$ cat config.mk
export PLATFORM = sky130hd
export DESIGN_NAME = muldiv_seq_flat
export DESIGN_NICKNAME = d
export VERILOG_FILES = /design/src/rtl/rv_pkg.sv /design/src/rtl/muldiv_seq_if.sv /design/src/rtl/muldiv_step.sv /design/src/rtl/muldiv_seq.sv /design/src/flat_wrapper.sv
export SDC_FILE = /design/constraint.sdc
export NUM_CORES = 1
export LEC_CHECK = 0
export CORE_ASPECT_RATIO = 1.2
export CORE_MARGIN = 5
export CORE_UTILIZATION = 40
export CTS_CLUSTER_DIAMETER = 150
export DETAILED_ROUTE_END_ITERATION = 10
export DONT_BUFFER_PORTS = 1
export GPL_TIMING_DRIVEN = 0
export SLEW_MARGIN = 20
export SYNTH_ARGS = -nofsm -noshare
export SYNTH_HDL_FRONTEND = slang
export SYNTH_SLANG_ARGS = --single-unit
$ cat constraint.sdc
create_clock -name clk -period 7.6 [get_ports clk]
set_input_delay 2.28 -clock clk [delete_from_list [all_inputs] [get_ports clk]]
set_output_delay 2.28 -clock clk [all_outputs]
set_load 0.05 [all_outputs]
$ cat src/rtl/rv_pkg.sv
// Shared RV32M multiply/divide definitions: op codes, sequencer states and
// helpers that classify an op by kind and operand signedness.
package rv_pkg;

  localparam int          XLEN          = 32;
  localparam int          MULDIV_ITER   = 32;
  localparam int          MULDIV_CNT_W  = $clog2(MULDIV_ITER);
  localparam logic [6:0]  FUNCT7_MULDIV = 7'b0000001;
  localparam logic [31:0] INT_MIN       = 32'h8000_0000;

  typedef enum logic [2:0] {
    OP_MUL    = 3'b000,
    OP_MULH   = 3'b001,
    OP_MULHSU = 3'b010,
    OP_MULHU  = 3'b011,
    OP_DIV    = 3'b100,
    OP_DIVU   = 3'b101,
    OP_REM    = 3'b110,
    OP_REMU   = 3'b111
  } muldiv_op_e;

  typedef enum logic [1:0] {
    ST_IDLE = 2'd0,
    ST_CALC = 2'd1,
    ST_FIX  = 2'd2,
    ST_DONE = 2'd3
  } muldiv_state_e;

  function automatic logic op_is_div(input muldiv_op_e op);
    return op inside {OP_DIV, OP_DIVU, OP_REM, OP_REMU};
  endfunction

  function automatic logic op_signed_a(input muldiv_op_e op);
    return op inside {OP_MULH, OP_MULHSU, OP_DIV, OP_REM};
  endfunction

  function automatic logic op_signed_b(input muldiv_op_e op);
    return op inside {OP_MULH, OP_DIV, OP_REM};
  endfunction

endpackage

$ cat src/rtl/muldiv_seq_if.sv
// Request/response bundle between the execute-stage control and the
// multi-cycle M-extension sequencer.
interface muldiv_seq_if;

  logic                     start_i;
  logic [2:0]               funct3_i;
  logic [rv_pkg::XLEN-1:0]  op_a_i;
  logic [rv_pkg::XLEN-1:0]  op_b_i;
  logic                     kill_i;
  logic                     busy_o;
  logic                     done_o;
  logic [rv_pkg::XLEN-1:0]  result_o;

  modport master (
    output start_i, funct3_i, op_a_i, op_b_i, kill_i,
    input  busy_o, done_o, result_o
  );

  modport slave (
    input  start_i, funct3_i, op_a_i, op_b_i, kill_i,
    output busy_o, done_o, result_o
  );

endinterface

$ cat src/rtl/muldiv_step.sv
// One iteration of the sequencer datapath: shift-add multiply on a 64-bit
// product, or restoring-divide step on {rem, quo}. Purely combinational.
module muldiv_step
  import rv_pkg::*;
(
  input  logic            i_is_div,
  input  logic [63:0]     i_acc,
  input  logic [XLEN-1:0] i_opnd,
  output logic [63:0]     o_acc
);

  logic [XLEN:0]   w_sum;
  logic [XLEN:0]   w_shift;
  logic [XLEN-1:0] w_diff;
  logic            w_ge;

  // NOTE: every output of a combinational block is assigned on every path,
  // so no latch can be inferred.
  always_comb begin
    w_sum   = {1'b0, i_acc[63:32]} + (i_acc[0] ? {1'b0, i_opnd} : '0);
    // Shifted partial remainder is 33 bits wide; it never exceeds 2*divisor.
    w_shift = i_acc[63:31];
    w_ge    = (w_shift >= {1'b0, i_opnd});
    w_diff  = w_shift[XLEN-1:0] - i_opnd;
    o_acc   = {w_sum, i_acc[31:1]};
    if (i_is_div) begin
      if (w_ge) o_acc = {w_diff,             i_acc[30:0], 1'b1};
      else      o_acc = {w_shift[XLEN-1:0],  i_acc[30:0], 1'b0};
    end
  end

endmodule

$ cat src/rtl/muldiv_seq.sv
// Multi-cycle RV32M sequencer: captures operand magnitudes, iterates 32 steps
// of muldiv_step, applies the sign fix-up and returns one result with done_o.
module muldiv_seq
  import rv_pkg::*;
(
  input  logic        clk,
  input  logic        rst,
  muldiv_seq_if.slave bus
);

  muldiv_state_e           r_state, w_state_nxt;
  muldiv_op_e              r_op, w_op;
  logic                    r_sign_a, r_sign_b;
  logic [63:0]             r_acc, w_step_acc;
  logic [XLEN-1:0]         r_opnd, r_result;
  logic [MULDIV_CNT_W-1:0] r_cnt;

  logic                    w_is_div, w_run_div, w_fast;
  logic                    w_sign_a, w_sign_b;
  logic [XLEN-1:0]         w_mag_a, w_mag_b, w_fast_result;
  logic [63:0]             w_prod;
  logic [XLEN-1:0]         w_quo, w_rem, w_fix_result;
  logic                    w_busy, w_done;

  // Operand capture decode and the two division short-cuts.
  always_comb begin
    w_op          = muldiv_op_e'(bus.funct3_i);
    w_is_div      = op_is_div(w_op);
    w_sign_a      = op_signed_a(w_op) & bus.op_a_i[XLEN-1];
    w_sign_b      = op_signed_b(w_op) & bus.op_b_i[XLEN-1];
    w_mag_a       = w_sign_a ? -bus.op_a_i : bus.op_a_i;
    w_mag_b       = w_sign_b ? -bus.op_b_i : bus.op_b_i;
    w_fast        = 1'b0;
    w_fast_result = '0;
    if (w_is_div) begin
      if (bus.op_b_i == '0) begin
        w_fast        = 1'b1;
        w_fast_result = (w_op inside {OP_DIV, OP_DIVU}) ? '1 : bus.op_a_i;
      end else if ((w_op inside {OP_DIV, OP_REM}) &&
                   (bus.op_a_i == INT_MIN) && (bus.op_b_i == '1)) begin
        w_fast        = 1'b1;
        w_fast_result = (w_op == OP_DIV) ? INT_MIN : '0;
      end
    end
  end

  assign w_run_div = op_is_div(r_op);

  muldiv_step u_step (
    .i_is_div (w_run_div),
    .i_acc    (r_acc),
    .i_opnd   (r_opnd),
    .o_acc    (w_step_acc)
  );

  // Sign fix-up applied to the finished magnitude result.
  always_comb begin
    w_prod = (r_sign_a ^ r_sign_b) ? -r_acc : r_acc;
    w_quo  = (r_sign_a ^ r_sign_b) ? -r_acc[31:0] : r_acc[31:0];
    w_rem  = r_sign_a ? -r_acc[63:32] : r_acc[63:32];
    case (r_op)
      OP_MUL:                       w_fix_result = w_prod[31:0];
      OP_MULH, OP_MULHSU, OP_MULHU: w_fix_result = w_prod[63:32];
      OP_DIV, OP_DIVU:              w_fix_result = w_quo;
      default:                      w_fix_result = w_rem;
    endcase
  end

  // NOTE: sequential state uses non-blocking assignments only, so every
  // register samples the pre-edge values regardless of statement order.
  always_ff @(posedge clk or posedge rst) begin
    if (rst) r_state <= ST_IDLE;
    else     r_state <= w_state_nxt;
  end

  always_comb begin
    w_state_nxt = r_state;
    if (bus.kill_i) begin
      w_state_nxt = ST_IDLE;
    end else begin
      case (r_state)
        ST_IDLE: if (bus.start_i) w_state_nxt = w_fast ? ST_DONE : ST_CALC;
        ST_CALC: if (r_cnt == '0) w_state_nxt = ST_FIX;
        ST_FIX:  w_state_nxt = ST_DONE;
        default: w_state_nxt = ST_IDLE;
      endcase
    end
    w_busy = (r_state == ST_CALC) || (r_state == ST_FIX);
    w_done = (r_state == ST_DONE);
  end

  // NOTE: every datapath register has an explicit reset value; there is no
  // memory array here, so nothing is left to power up as X.
  always_ff @(posedge clk or posedge rst) begin
    if (rst) begin
      r_op     <= OP_MUL;
      r_sign_a <= 1'b0;
      r_sign_b <= 1'b0;
      r_acc    <= '0;
      r_opnd   <= '0;
      r_cnt    <= '0;
      r_result <= '0;
    end else begin
      case (r_state)
        ST_IDLE: begin
          if (bus.start_i && !bus.kill_i) begin
            r_op     <= w_op;
            r_sign_a <= w_sign_a;
            r_sign_b <= w_sign_b;
            r_acc    <= {32'b0, (w_is_div ? w_mag_a : w_mag_b)};
            r_opnd   <= w_is_div ? w_mag_b : w_mag_a;
            r_cnt    <= w_fast ? '0 : MULDIV_CNT_W'(MULDIV_ITER - 1);
            if (w_fast) r_result <= w_fast_result;
          end
        end
        ST_CALC: begin
          if (bus.kill_i) begin
            r_cnt <= '0;
          end else begin
            r_acc <= w_step_acc;
            if (r_cnt != '0) r_cnt <= r_cnt - 1'b1;
          end
        end
        ST_FIX: begin
          if (!bus.kill_i) r_result <= w_fix_result;
        end
        default: ;
      endcase
    end
  end

  assign bus.busy_o   = w_busy;
  assign bus.done_o   = w_done;
  assign bus.result_o = r_result;

endmodule
$ cat src/flat_wrapper.sv
// flat-port wrapper written by rule: the top's interface ports become plain ports
module muldiv_seq_flat import rv_pkg::*;
  (clk, rst, bus_start_i, bus_funct3_i, bus_op_a_i, bus_op_b_i, bus_kill_i, bus_busy_o, bus_done_o, bus_result_o);
  muldiv_seq_if bus_i ();
  input  logic clk;
  input  logic rst;
  input wire logic [$bits(bus_i.start_i)-1:0] bus_start_i;
  input wire logic [$bits(bus_i.funct3_i)-1:0] bus_funct3_i;
  input wire logic [$bits(bus_i.op_a_i)-1:0] bus_op_a_i;
  input wire logic [$bits(bus_i.op_b_i)-1:0] bus_op_b_i;
  input wire logic [$bits(bus_i.kill_i)-1:0] bus_kill_i;
  output wire logic [$bits(bus_i.busy_o)-1:0] bus_busy_o;
  output wire logic [$bits(bus_i.done_o)-1:0] bus_done_o;
  output wire logic [$bits(bus_i.result_o)-1:0] bus_result_o;
  assign bus_i.start_i = bus_start_i;
  assign bus_i.funct3_i = bus_funct3_i;
  assign bus_i.op_a_i = bus_op_a_i;
  assign bus_i.op_b_i = bus_op_b_i;
  assign bus_i.kill_i = bus_kill_i;
  assign bus_busy_o = bus_i.busy_o;
  assign bus_done_o = bus_i.done_o;
  assign bus_result_o = bus_i.result_o;
  muldiv_seq u_core (.clk(clk), .rst(rst), .bus(bus_i));
endmodule
# [Yosys cells after proc, flatten, opt, wreduce, memory -nomap -nowiden]
# Cells that the tools add are included.
[totals] wordCells=106 inputBits=71 output_inout_bits=34 ff_bits=140
[classes] bitwise=3 mux=36 n_reduce_logical=25 addsub=8 n_lt_le_gt_ge=1 n_eq_ne=25
[op_table] operator="two-way mux 32 bit" n=15
[op_table] operator="two-way mux 64 bit" n=5
[op_table] operator="negator 32 bit" n=4
[op_table] operator="one-hot mux 64 bit (2 select lines)" n=1
[op_table] operator="one-hot mux 32 bit (3 select lines)" n=1
[op_table] operator="equality test 32 bit (second input constant)" n=2
[op_table] operator="negator 64 bit" n=1
[op_table] operator="one-hot mux 32 bit (2 select lines)" n=1
[op_table] operator="adder 32 x 33 -> 33 bit" n=1
[op_table] operator="greater-or-equal comparator 33 x 32 -> 1 bit" n=1
[op_table] operator="logical NOT 32 bit" n=1
[op_table] operator="subtractor 32 bit" n=1
[op_table] operator="equality test 3 bit (second input constant)" n=8
[op_table] operator="two-way mux 5 bit" n=4
[op_table] operator="nonzero test 4 bit" n=3
[op_table] operator="one-hot mux 5 bit (2 select lines)" n=1
[op_table] operator="equality test 3 x 2 -> 1 bit (second input constant)" n=3
[op_table] operator="two-way mux 2 bit" n=4
[op_table] operator="nonzero test 2 bit" n=4
[op_table] operator="equality test 3 x 1 -> 1 bit (second input constant)" n=2
[op_table] operator="!= test 3 bit (second input constant)" n=2
[op_table] operator="one-hot mux 2 bit (3 select lines)" n=1
[op_table] operator="AND reduction 3 bit" n=2
[op_table] operator="logical NOT 5 bit" n=1
[op_table] operator="other kinds (20)" n=29

# [Longest topological paths before layout]
[logic_depth] word_depth=11 ltp_mapped=15 depth_no_buf=14

# [Hierarchy]
# Synthesis repeated with hierarchy kept, for this count alone.
[unflattened] cells_unflattened=2018 area_unflattened_um2=15637.5
[by_module_without_submodules] module="muldiv_seq" area_per_inst_um2=10939.2 cells_each=1347 seq_area_each_um2=3503.4 n_inst=1
[by_module_without_submodules] module="muldiv_step" area_per_inst_um2=4698.3 cells_each=671 seq_area_each_um2=0.0 n_inst=1

# [Least setup slack after synthesis]
# OpenSTA, ideal clock, no wires.
[synth_timing] path_type="input to register" from="in bus_op_b_i[17]" to="reg u_core.r_result[10], in the netlist u_core.bus.result_o[10]" slack_ns=3.079 path_stages=11 setup_ns=0.077 arrival_time_ns=4.443 t_required_ns=7.523 n_path_buf=1 path_cell_list="or3_4 > or4_4 > nor3_2 > nand2_1 > nor3_2 > o21a_1 > nand3_1 > a21oi_4 > buf_4 > nor2_1 > a21oi_1"
[synth_between] elab_chain_cells=8 elab_cells_between_ends=14 classes_between="eq/ne: 2; mux: 9; reduce/logical: 3"
[synth_lines] element="start, declared" line_no="flat_wrapper.sv:10" text="input wire logic [$bits(bus_i.op_b_i)-1:0] bus_op_b_i;"
[synth_lines] element="equality test 32 bit" line_no="muldiv_seq.sv:40" text="(bus.op_a_i == INT_MIN) && (bus.op_b_i == '1)) begin"
[synth_lines] element="logical AND 1 bit" line_no="muldiv_seq.sv:40"
[synth_lines] element="two-way mux 32 bit" line_no="muldiv_seq.sv:39" text="end else if ((w_op inside {OP_DIV, OP_REM}) &&"
[synth_lines] element="two-way mux 32 bit" line_no="muldiv_seq.sv:36" text="if (bus.op_b_i == '0) begin"
[synth_lines] element="two-way mux 32 bit" line_no="muldiv_seq.sv:35" text="if (w_is_div) begin"
[synth_lines] element="two-way mux 32 bit" line_no="muldiv_seq.sv:113" text="if (w_fast) r_result <= w_fast_result;"
[synth_lines] element="two-way mux 32 bit" line_no="muldiv_seq.sv:106" text="if (bus.start_i && !bus.kill_i) begin"
[synth_lines] element="one-hot mux 32 bit (2 select lines)" line_no="muldiv_seq.sv:104" text="case (r_state)"
[synth_lines] element="end signal, assigned" line_no="muldiv_seq.sv:113"
[synth_lines] element="end signal, assigned" line_no="muldiv_seq.sv:125" text="if (!bus.kill_i) r_result <= w_fix_result;"
[synth_lines] element="end, declared" line_no="muldiv_seq.sv:15" text="logic [XLEN-1:0] r_opnd, r_result;"
# Several ways; a longest one is shown, not always the timed one. The select of a mux whose other input is x is not followed.
# A chain may end at the register's enable or synchronous reset.

# [Worst setup path in the final report]
[layout_timing] from="in bus_funct3_i[1]" to="reg u_core.r_acc[9]"
[layout_between] elab_chain_cells=7 elab_cells_between_ends=16 classes_between="eq/ne: 6; mux: 5; bitwise: 2; reduce/logical: 3"
[layout_lines] element="start, declared" line_no="flat_wrapper.sv:8" text="input wire logic [$bits(bus_i.funct3_i)-1:0] bus_funct3_i;"
[layout_lines] element="equality test 3 x 1 -> 1 bit, or another cell as far along" line_no="rv_pkg.sv:34, rv_pkg.sv:38"
[layout_lines] element="nonzero test 4 bit or nonzero test 3 bit (tied branches)" line_no="rv_pkg.sv:34, rv_pkg.sv:38"
[layout_lines] element="AND 1 bit, on equally long branches" line_no="muldiv_seq.sv:29, muldiv_seq.sv:30"
[layout_lines] element="two-way mux 32 bit, on equally long branches" line_no="muldiv_seq.sv:31, muldiv_seq.sv:32"
[layout_lines] element="two-way mux 32 bit *" line_no="muldiv_seq.sv:110" text="r_acc <= {32'b0, (w_is_div ? w_mag_a : w_mag_b)};"
[layout_lines] element="two-way mux 64 bit *" line_no="muldiv_seq.sv:106"
[layout_lines] element="one-hot mux 64 bit (2 select lines) *" line_no="muldiv_seq.sv:104"
[layout_lines] element="end signal, assigned" line_no="muldiv_seq.sv:110"
[layout_lines] element="end signal, assigned" line_no="muldiv_seq.sv:120" text="r_acc <= w_step_acc;"
[layout_lines] element="end, declared" line_no="muldiv_seq.sv:14" text="logic [63:0] r_acc, w_step_acc;"
# Every way passes the cells marked *; elsewhere a longest branch is shown, timed or not. The select of a mux whose other input is x is not followed.

==> impl_metrics.ini <==
[setup_path]
critPathLaunchType = input pin
slowest_delay_ns = 0.54
cp_max_fo = 10
crit_arrival_ns = 5.00
slowest_stage = xnor2_1
required_ns = 7.91
path_class = in -> reg
cp_common_cell = clkbuf_1
crit_path_end_kind = flop
cp_cell_sequence = clkbuf_1 > nor2_1 > xnor2_1 > and2_1 > clkbuf_1 > clkbuf_1 > o31ai_1 > xnor2_1 > a211oi_1 > a21oi_1 > o21ai_0

[yosys]
synthSimpleGateAreaFrac_pct = 19.8
synth_adder_area_share_pct = 6.59
synth_compound_area_share_pct = 28.7
synthesis.area_um2 = 14800
synth_nets = 2184
synth_warnings = 0
synth_edf_count = 0
yosys.area_share.xor_xnor_pct = 11.3
ys_types = 78
synth_top_family_by_area = compound AO/OA/AOI/OAI gates
synth_flop_cell = dfrtp_1
synth_seq_cells = 140
seq_area_frac_synth_pct = 23.6
synthMuxAreaShare_pct = 3.96
postSynth.asyncResetShare_pct = 100
synth_cells = 2036
avgSynthCellArea_um2 = 7.29

[finish]
layout_common_cells = a21oi_1 (273), nor2_1 (249), nand2_1 (181), o21ai_0 (181), dfrtp_1 (140)
antenna_cells = 0
synthToLayoutAreaGrowth_pct = 8.25
finish.utilization_pct = 43.6
drive_gt1_share_pct = 4.93
seq_area_um2 = 3500
nets = 2204
final_common_cell = a21oi_1
multiInputGateArea_um2 = 10400
n_fill_cell = 3834
finalInstanceArea_um2 = 16100

[timing]
post-route-min-period_ns = 4.69
achievable-frequency_mhz = 213
hold_slack_ns = 0.479
slew_viol_final = 0
fin_crit_sh_pct = 61.7
finClkSkew_ns = 0.0136
slew_headroom_pct = 35.9
setup_violations = 0
worstMarginPinSlew_ns = 0.957
finalHoldViolCount = 0
rsz0062_at_grt = no

[clock_tree]
htreeDepth = 4
cts_num_sinks = 140
cts_buffer_depth = 2
worstSkewPairLatency_ns = 0.45
path_clk_slew_ns = 0.06
hold_buffers = 0
cts_tree = yes
cts-buffers-inserted = 17
cts-root-buf = clkbuf_16
cts-resized-gates = 0
cts_setup_buffers = 0

[pwr]
pwr_density_cell_nw_per_um2 = 527
ir_drop_uv = 258
static-leakage-power_nw = 6.79

[floorplan]
dieArea_um2 = 41100
core_area_um2 = 36800
pin_count = 105
rows = 77
start_util_pct = 40.3
dieWidth_um = 186
die_y_um = 221

[worst_hold_path]
hp-class = reg -> reg

[detailed_routing]
num_vias = 15700
drtIter0Drc = 1493
wl_mm = 62.6
drt_pass1_iterations = 6
wl_per_cell_um = 24.6
avgViaCountPerCell = 6.16
drt.antenna.violating_nets = 0
drc = 0

[global_route]
overflow = 0
grt_pass1_wl_mm = 93.9
antenna_found_initial = 0
grt_use_total_pct = 29.8
first_global_vias = 15200
grt_max_degree = 86

[place]
place_congestion = 1.03
dp_hpwl_mm = 50.5
placed_area_um2 = 15500
portBuffers = 0

[job]
max-cap-violations = 0

[outcome]
run_status = completed
[worst paths after layout]
kind	slack, ns	endpoint	cells past startpoint	from
setup / recovery	2.91	u_core.r_acc[9]$_DFFE_PP0P_	11	bus_funct3_i[1]
hold / removal	0.48	u_core.r_opnd[12]$_DFFE_PP0P_	2	u_core.r_opnd[12]$_DFFE_PP0P_
setup reg to reg	3.22	u_core.r_acc[58]$_DFFE_PP0P_	14	u_core.r_acc[0]$_DFFE_PP0P_
hold reg to reg	0.48	u_core.r_opnd[12]$_DFFE_PP0P_	2	u_core.r_opnd[12]$_DFFE_PP0P_
max in group asynchronous	5.11	u_core.r_acc[56]$_DFFE_PP0P_	2	rst
min in group asynchronous	1.73	u_core.r_cnt[3]$_DFFE_PP0P_	1	rst
[synth_stat cells (4+ instances only)]
library cell	n	area, µm²
a211oi_1	37	278
a21boi_0	4	30.0
a21o_1	27	203
a21oi_1	273	1370
a221o_1	4	40.0
a221oi_1	5	43.8
a22o_1	5	43.8
a22oi_1	30	225
a31oi_1	17	106
and2_1	12	75.1
and3_1	13	81.3
buf_1	6	22.5
buf_2	11	55.1
clkbuf_1	116	435
dfrtp_1	140	3500
ha_1	75	938
inv_1	96	360
mux2_2	30	338
mux2i_1	25	250
nand2_1	181	679
nand2b_1	25	156
nand3_1	23	115
nand3b_1	4	30.0
nand4_1	16	100
nor2_1	249	935
nor2b_1	10	62.6
nor3_1	29	145
nor4_1	17	106
o2111ai_1	5	43.8
o211ai_1	10	75.1
o21a_1	10	75.1
o21ai_0	181	906
o21ai_1	8	40.0
o21bai_1	8	60.1
o221ai_1	18	158
o31a_1	5	43.8
o31ai_1	20	150
o41ai_1	8	70.1
or2_2	7	43.8
or3_1	12	75.1
or4_1	13	97.6
xnor2_1	120	1050
xor2_1	71	622
[state kept, by name, summed over array words and instances, names as in the netlist]
register,count
u_core.r_op,3
u_core.r_state,2
u_core.bus.result_o,32
u_core.r_opnd,32
u_core.r_sign_b,1
u_core.r_sign_a,1
u_core.r_acc,64
u_core.r_cnt,5
[layer usage]
metal	GRT usage, %	share of wire (%)	vias to the layer above	wire length [µm]
met2	47.5	46	732	28600
met5	0	0	-	0
met4	17.4	7.0	0	4370
met3	6.31	7.9	144	4940
met1	36.9	39	7472	24700
li1	-	-	7307	-
[final cells by class]
| class | count | area share (%) |
|---|---|---|
| buffer | 136 | 3.33 |
| sequential | 140 | 21.8 |
| clock buffer | 19 | 2.70 |
| inverter | 98 | 2.34 |
| timing repair buffer | 1 | 0.171 |
| tap | 474 | 3.69 |
| clock inverter | 12 | 1.00 |
| multi-input combinational | 1662 | 65.0 |
[worst max-delay path, delay by kind of cell]
kind	cells	cell delay, ns
compound gates	4	0.64
buf+inv	3	1.04
simple gates	2	0.27
xor+xnor	2	0.77
[power breakdown]
group,switching [W],total (W),leakage (nW),internal [W]
clock network,0.000362,0.000880,0.281,0.000518
registers,0.000703,0.00177,1.78,0.00107
logic,0.00377,0.00582,4.73,0.00205
total,0.00484,0.00847,6.79,0.00363
[cell families (layout without fill, tap and decap cells)]
logic type	after synthesis	after routing
compound gates	706	706
simple gates	633	633
buf+inv	234	266
xor+xnor	191	191
flops	140	140
fa+ha+maj	77	77
mux	55	55
[through the flow]
| stage | cells | setup slack (ns) | TNS [ns] | total power (W) |
|---|---|---|---|---|
| final | 2542 | 2.91 | 0 | 0.00847 |
| after global routing | 2542 | 2.68 | 0 | 0.00902 |
| after CTS | 2542 | 3.03 | 0 | 0.00830 |
| after detailed placement | 2511 | 2.59 | 0 | 0.00739 |
| after global placement | 2510 | -0.385 | -51.51 | 0.00736 |
| after floorplan | 2036 | 1.57 | 0 | 0.00564 |
Note: power is estimated with default switching activity, not from simulation.
==> RTL change 1 (same flow settings) <==
Reset style: synchronous (`rst`), changed in 2 clocked blocks.
--- a/src/rtl/muldiv_seq.sv
+++ b/src/rtl/muldiv_seq.sv
@@ -68,7 +68,7 @@
 
   // NOTE: sequential state uses non-blocking assignments only, so every
   // register samples the pre-edge values regardless of statement order.
-  always_ff @(posedge clk or posedge rst) begin
+  always_ff @(posedge clk) begin
     if (rst) r_state <= ST_IDLE;
     else     r_state <= w_state_nxt;
   end
@@ -91,7 +91,7 @@
 
   // NOTE: every datapath register has an explicit reset value; there is no
   // memory array here, so nothing is left to power up as X.
-  always_ff @(posedge clk or posedge rst) begin
+  always_ff @(posedge clk) begin
     if (rst) begin
       r_op     <= OP_MUL;
       r_sign_a <= 1'b0;
Behaviour: differs if rst is asserted again (counterexample within 4 cycles, from zero or initial values and one cycle with rst high); with rst held inactive, the same outputs for 4 cycles.
==> RTL change 1 against the original RTL <==
Design area shrank 3.3%. Worst setup slack got worse by 0.70 ns. Worst hold slack got worse by 0.027 ns. Utilization shrank 0.085 points. Synthesized cell count is 1.1% lower. Routed wire length rose by 6.8%. Sequential cell count stayed put. Global-route usage up 2.8 points. Area after synthesis decreased by 3.3%.
Power is left out: it rests on default switching activity, and per cell area and clock period it moved more than threefold.
==> RTL change 1: results (changes against the original RTL) <==
GRT:
- The all-layer global routing usage is 32.6% (+2.8 points).
- The first-pass GRT wire length is 98,000 um (+4.3%).
- The maximum number of pins on one net before global-route repair is 17 (-80%).
- The initial antenna violation count is 2 (+2).
- The number of global-route vias before repair is 15,400 (+1.2%).

Yosys:
- The async set or reset register ratio after synthesis is 0% (-100 points).
- The number of instances in the synthesized netlist is 2,013 (-1.1%).
- The unique cell type count in the Yosys netlist is 76 (-2.6%).
- The adder and majority cell fraction of the synthesized area is 6.82% (+0.22 points).
- The xor and xnor area share after synthesis is 11.5% (+0.26 points).
- The count of warnings emitted by yosys is 0 (unchanged).
- The net count after synthesis is 2,161 (-1.1%).
- Sorting the synthesized cells by area gives the leading types as dfxtp_1 20%, ha_1 6.5%, nor2_1 6.4%, a21oi_1 6.3%, xnor2_1 5.8%.
- The compound-cell area share of the yosys netlist came to 29.4% (+0.68 points).
- The sequential element share of the synthesized area is 19.5% (-4.1 points).
- The commonest cells after synthesis are 245 x nor2_1, 184 x nand2_1, 181 x a21oi_1.
- The mux contribution to synthesized area was 5.39% (+1.4 points).

Detailed routing:
- The detail-routed net length per standard cell came to 26.6 um (+8.1%).
- The DRC violation total after the first TritonRoute iteration is 1,621 (+8.6%).
- The number of search-and-repair iterations in the first detailed-routing pass was 9 (+3).
- The per-cell via count in the routed design was 6.35 (+3.1%).
- The count of vias placed by the detailed router is 16,000 (+1.9%).

Clock tree:
- CTS placed an instance of clkbuf_16 at the clock tree root.
- The number of hold buffers added after cts is 0 (unchanged).
- The worst-case clock buffer depth is 2 (unchanged).
- The CTS buffer count came to 17 (unchanged).
- The post-CTS setup buffer count is 0 (unchanged).
- The clock-pin slew of the registers on the worst-case setup and hold paths came to 0.06 ns (about the same).
- The insertion delay of the later-clocked pin in the worst-skew pair is 0.47 ns (+0.02 ns).
- The number of gates resized after CTS is 0 (unchanged).
- The total number of H-tree levels is 4 (unchanged).

Setup path:
- The peak fanout along the critical path is 10 (unchanged).
- The data arrival time of the worst path came to 5.76 ns (+0.76 ns).

Placement:
- The number of port buffers is 0 (unchanged).
- The number of placed cells counting well taps is 2,481 (-1.2%).
- The worst setup slack before clock tree synthesis is 1.81 ns (-0.774 ns).
- The global placement routability congestion is 1.07 (+3.0%).
- The final HPWL from detailed placement was 54,600 um (+8.1%).
- The cell area after placement came to 14,900 um^2 (-3.4%).

Job:
- The max-capacitance violation count is 0 (unchanged).

Layout:
- The share of final-layout standard cells stronger than drive strength 1 came to 4.55% (-0.38 points).
- The number of antenna repair diodes is 0 (unchanged).
- The number of flip-flops in the largest register is 64 (unchanged).
- u_core.r_acc holds more flip-flops than any other register.
- The final-layout fill cell count came to 3,801 (-0.86%).

STA:
- The headroom to the max-slew limit is 24.1% (-12 points).
- The clock tree skew after final layout is 0.0191 ns (+0.00554 ns).

Min path:
- The worst hold path belongs to the class reg -> reg.

Run status:
- The run finished with clean final reports.
-- RTL change 1: cell types whose count changed in the layout (fill, tap and decap cells not counted), moves of 25 or more --
cell,delta
a21oi_1,-92
inv_1,-30
nor3_1,+39
dfxtp_1,+140
xnor2_1,-25
a211oi_1,+37
o21ai_0,-51
dfrtp_1,-140
-- RTL change 1: cell type report --
type                    instances  area (um^2)  share of cell area (%)
multi-input cells            1674        10800                    69.3
flip-flops and latches        140         2800                    18.0
well taps                     468          586                    3.77
plain buffers                 132          531                    3.42
clock buffers                  22          484                    3.12
inverters                      67          251                    1.62
clock inverters                 9          111                   0.717
-- RTL change 1: layer usage --
layer | vias up | global-route usage (%) | wire length, um
met1 | 7567 | 39.1 | 26100
met2 | 795 | 54.4 | 31000
met5 | - | 0 | 7
met4 | 2 | 20.3 | 4940
met3 | 228 | 5.16 | 4790
li1 | 7363 | - | -
-- RTL change 1: worst paths after layout --
| check | start | end | slack [ns] | depth (start not counted) |
|---|---|---|---|---|
| worst max-delay path | bus_op_b_i[4] | u_core.bus.result_o[14]$_SDFFE_PP0P_ | 2.21 | 12 |
| worst min-delay path | u_core.r_opnd[11]$_SDFFE_PP0P_ | u_core.r_opnd[11]$_SDFFE_PP0P_ | 0.45 | 2 |
| worst max register to register | u_core.r_acc[0]$_SDFFE_PP0P_ | u_core.r_acc[59]$_SDFFE_PP0P_ | 3.00 | 13 |
| worst min register to register | u_core.r_opnd[11]$_SDFFE_PP0P_ | u_core.r_opnd[11]$_SDFFE_PP0P_ | 0.45 | 2 |
-- RTL change 1: cell families (layout without fill, tap and decap cells) --
family | after synthesis | count (layout)
fa+ha+maj | 77 | 77
mux | 74 | 74
compound gates | 652 | 652
buf+inv | 199 | 230
xor+xnor | 189 | 189
simple gates | 682 | 682
flops | 140 | 140
-- RTL change 1: worst max-delay path, stage by stage --
cell and delay [ns]:
or3_1 0.39, or3b_1 0.38, clkbuf_1 0.19, or4_4 0.58, or2_4 0.27, nor3_4 0.22, and3_1 0.18, buf_2 0.19
buf_2 0.26, o21ai_0 0.32, o2111ai_1 0.29, nor3b_1 0.22
-- RTL change 1: stage by stage --
stage | hold WS, ns | utilization [%]
floorplan | 0.432 | -
global placement | 0.440 | 41.9
detailed placement | 0.447 | 41.9
CTS | 0.454 | 43.6
global route | 0.464 | 43.6
finish | 0.452 | 43.6
==> RTL change 2 (same settings) <==
Made on the original files. Encoding of `muldiv_state_e`: now Gray code (2 bits for 4 states).
--- a/src/rtl/rv_pkg.sv
+++ b/src/rtl/rv_pkg.sv
@@ -20,10 +20,10 @@
   } muldiv_op_e;
 
   typedef enum logic [1:0] {
-    ST_IDLE = 2'd0,
-    ST_CALC = 2'd1,
-    ST_FIX  = 2'd2,
-    ST_DONE = 2'd3
+    ST_IDLE = 2'b00,
+    ST_CALC = 2'b01,
+    ST_FIX  = 2'b11,
+    ST_DONE = 2'b10
   } muldiv_state_e;
 
   function automatic logic op_is_div(input muldiv_op_e op);
Check against the original RTL: no difference found for any inputs over 10 cycles, from zero or initial values and one cycle with rst high; not proved beyond that.
==> RTL change 2 against the original RTL <==
Clock skew down 0.0024 ns. Design area is 0.56% lower. Synthesized cell count shrank 3.2%. Total power decreased by 38%. Sequential power fell by 38%. Count of clock-buffer cells in the layout shrank 1. Area after synthesis fell by 0.71%. Routed wire length rose by 1.6%. Sequential cell count stayed put. Worst setup slack lost 0.61 ns. Critical endpoint is now u_core.bus.result_o[12]$_DFFE_PP0P_. Largest cell class unchanged.
==> RTL change 2: results (changes against the original RTL) <==
GRT:
- The number of global-route vias before repair was 14,900 (-2.0%).
- The met1 capacity usage during global routing was 37.9% (+1.0 points).
- The first-pass GRT wire length is 94,000 um (+0.13%).

Yosys:
- The adder and majority cell fraction of the synthesized area is 6.30% (-0.29 points).
- The mux contribution to synthesized area was 5.31% (+1.3 points).
- The xor and xnor area share after synthesis was 11.7% (+0.44 points).
- The sequential element share of the synthesized area is 23.8% (+0.17 points).
- The compound-cell area share of the yosys netlist came to 28.7% (-0.033 points).
- The commonest cells after synthesis are 213 x o21ai_0, 199 x nor2_1, 173 x nand2_1.
- The net count after synthesis is 2,114 (-3.2%).

Layout:
- The layout multi-input combinational cell count is 1,618 (-2.6%).
- The sequential portion of the cell area is 21.9% (+0.12 points).
- The number of ordinary and repair buffers in the finished layout was 147 (+7.3%).
- The inverter count of the layout excluding clock inverters is 67 (-32%).
- The proportion of cell area spent on the clock network is 3.74% (+0.044 points).
- The final-layout fill cell count is 3,820 (-0.37%).
- The count of sequential standard cells was 140 (unchanged).
- The clock buffer count is 18 (-1).
- The fraction of standard cell area in multi-input logic is 65.2% (+0.29 points).

Detailed routing:
- The detailed-routed wire length on met2 is 28,800 um (+0.78%).
- The detail-routed net length per standard cell is 25.7 um (+4.3%).
- The routed metal-1 wire length is 25,100 um (+1.6%).
- The DRC violation total after the first TritonRoute iteration came to 1,832 (+23%).
- The per-cell via count in the routed design is 6.34 (+2.9%).

Power:
- The maximum vdd ir drop is 0.122 mV (-53%).
- The internal power consumption is 2.55 mW (-30%).
- The power spent charging and discharging nets is 2.70 mW (-44%).
- The reported leakage power came to 6.51 nW (-4.0%).

STA:
- The headroom to the max-slew limit came to 29.3% (-6.6 points).

Setup path:
- The worst reg2reg path endpoint is u_core.r_acc[49]$_DFFE_PP0P_.
- The master of the slowest instance on the critical path is nor3_1.

Floorplanning:
- The core area is 36,600 um^2 (-0.52%).

Run status:
- The run finished with clean final reports.

Placement:
- The global placement routability congestion came to 0.982 (-5.1%).
- The worst setup slack before clock tree synthesis came to 1.99 ns (-0.599 ns).
- The final HPWL from detailed placement was 51,400 um (+1.8%).

Min path:
- The launch instance of the worst min-delay path is u_core.r_opnd[11]$_DFFE_PP0P_.
- The terminating pin of the worst hold path is u_core.r_opnd[11]$_DFFE_PP0P_.
-- RTL change 2: changes by cell type in the layout (fill, tap and decap cells not counted), moves of 18 or more --
cell      change
a211oi_1     -19
a21oi_1     -102
a31oi_1      +29
inv_1        -31
mux2_2       -21
mux2i_1      +43
nor2_1       -50
nor3_1       +18
o21ai_0      +32
o22ai_1      +23
xnor2_1      -18
xor2_1       +24
-- RTL change 2: worst min-delay path, delay by kind of cell, from the launching register on --
kind | cells | cell delay (ns)
and+or+nand+nor | 1 | 0.05
DFF | 1 | 0.34
AOI/OAI and AO/OA | 1 | 0.06
-- RTL change 2: cells by family after synthesis --
group / after synthesis
adders and majority gates: 73
muxes: 77
buffers and inverters: 212
DFF: 140
xor gates and xnor gates: 197
AOI/OAI and AO/OA: 684
and+or+nand+nor: 587
-- RTL change 2: through the flow --
| stage | hold WS [ns] | instances |
|---|---|---|
| 6_report | 0.481 | 2478 |
| 5_1_grt | 0.514 | 2478 |
| 4_1_cts | 0.486 | 2478 |
| 3_5_place_dp | 0.473 | 2446 |
| 3_3_place_gp | 0.466 | 2444 |
| 2_1_floorplan | 0.450 | 1970 |
-- RTL change 2: worst max path at each step --
stage	start	cells past startpoint	endpoint	slack [ns]
2_1_floorplan	rst	1	u_core.bus.result_o[0]$_DFFE_PP0P_	1.57
3_3_place_gp	rst	1	u_core.bus.result_o[11]$_DFFE_PP0P_	-0.48
3_5_place_dp	bus_op_b_i[12]	8	u_core.bus.result_o[10]$_DFFE_PP0P_	1.99
4_1_cts	bus_op_b_i[4]	9	u_core.bus.result_o[12]$_DFFE_PP0P_	2.45
5_1_grt	bus_op_b_i[4]	9	u_core.bus.result_o[0]$_DFFE_PP0P_	2.19
6_report	bus_op_b_i[12]	9	u_core.bus.result_o[12]$_DFFE_PP0P_	2.30
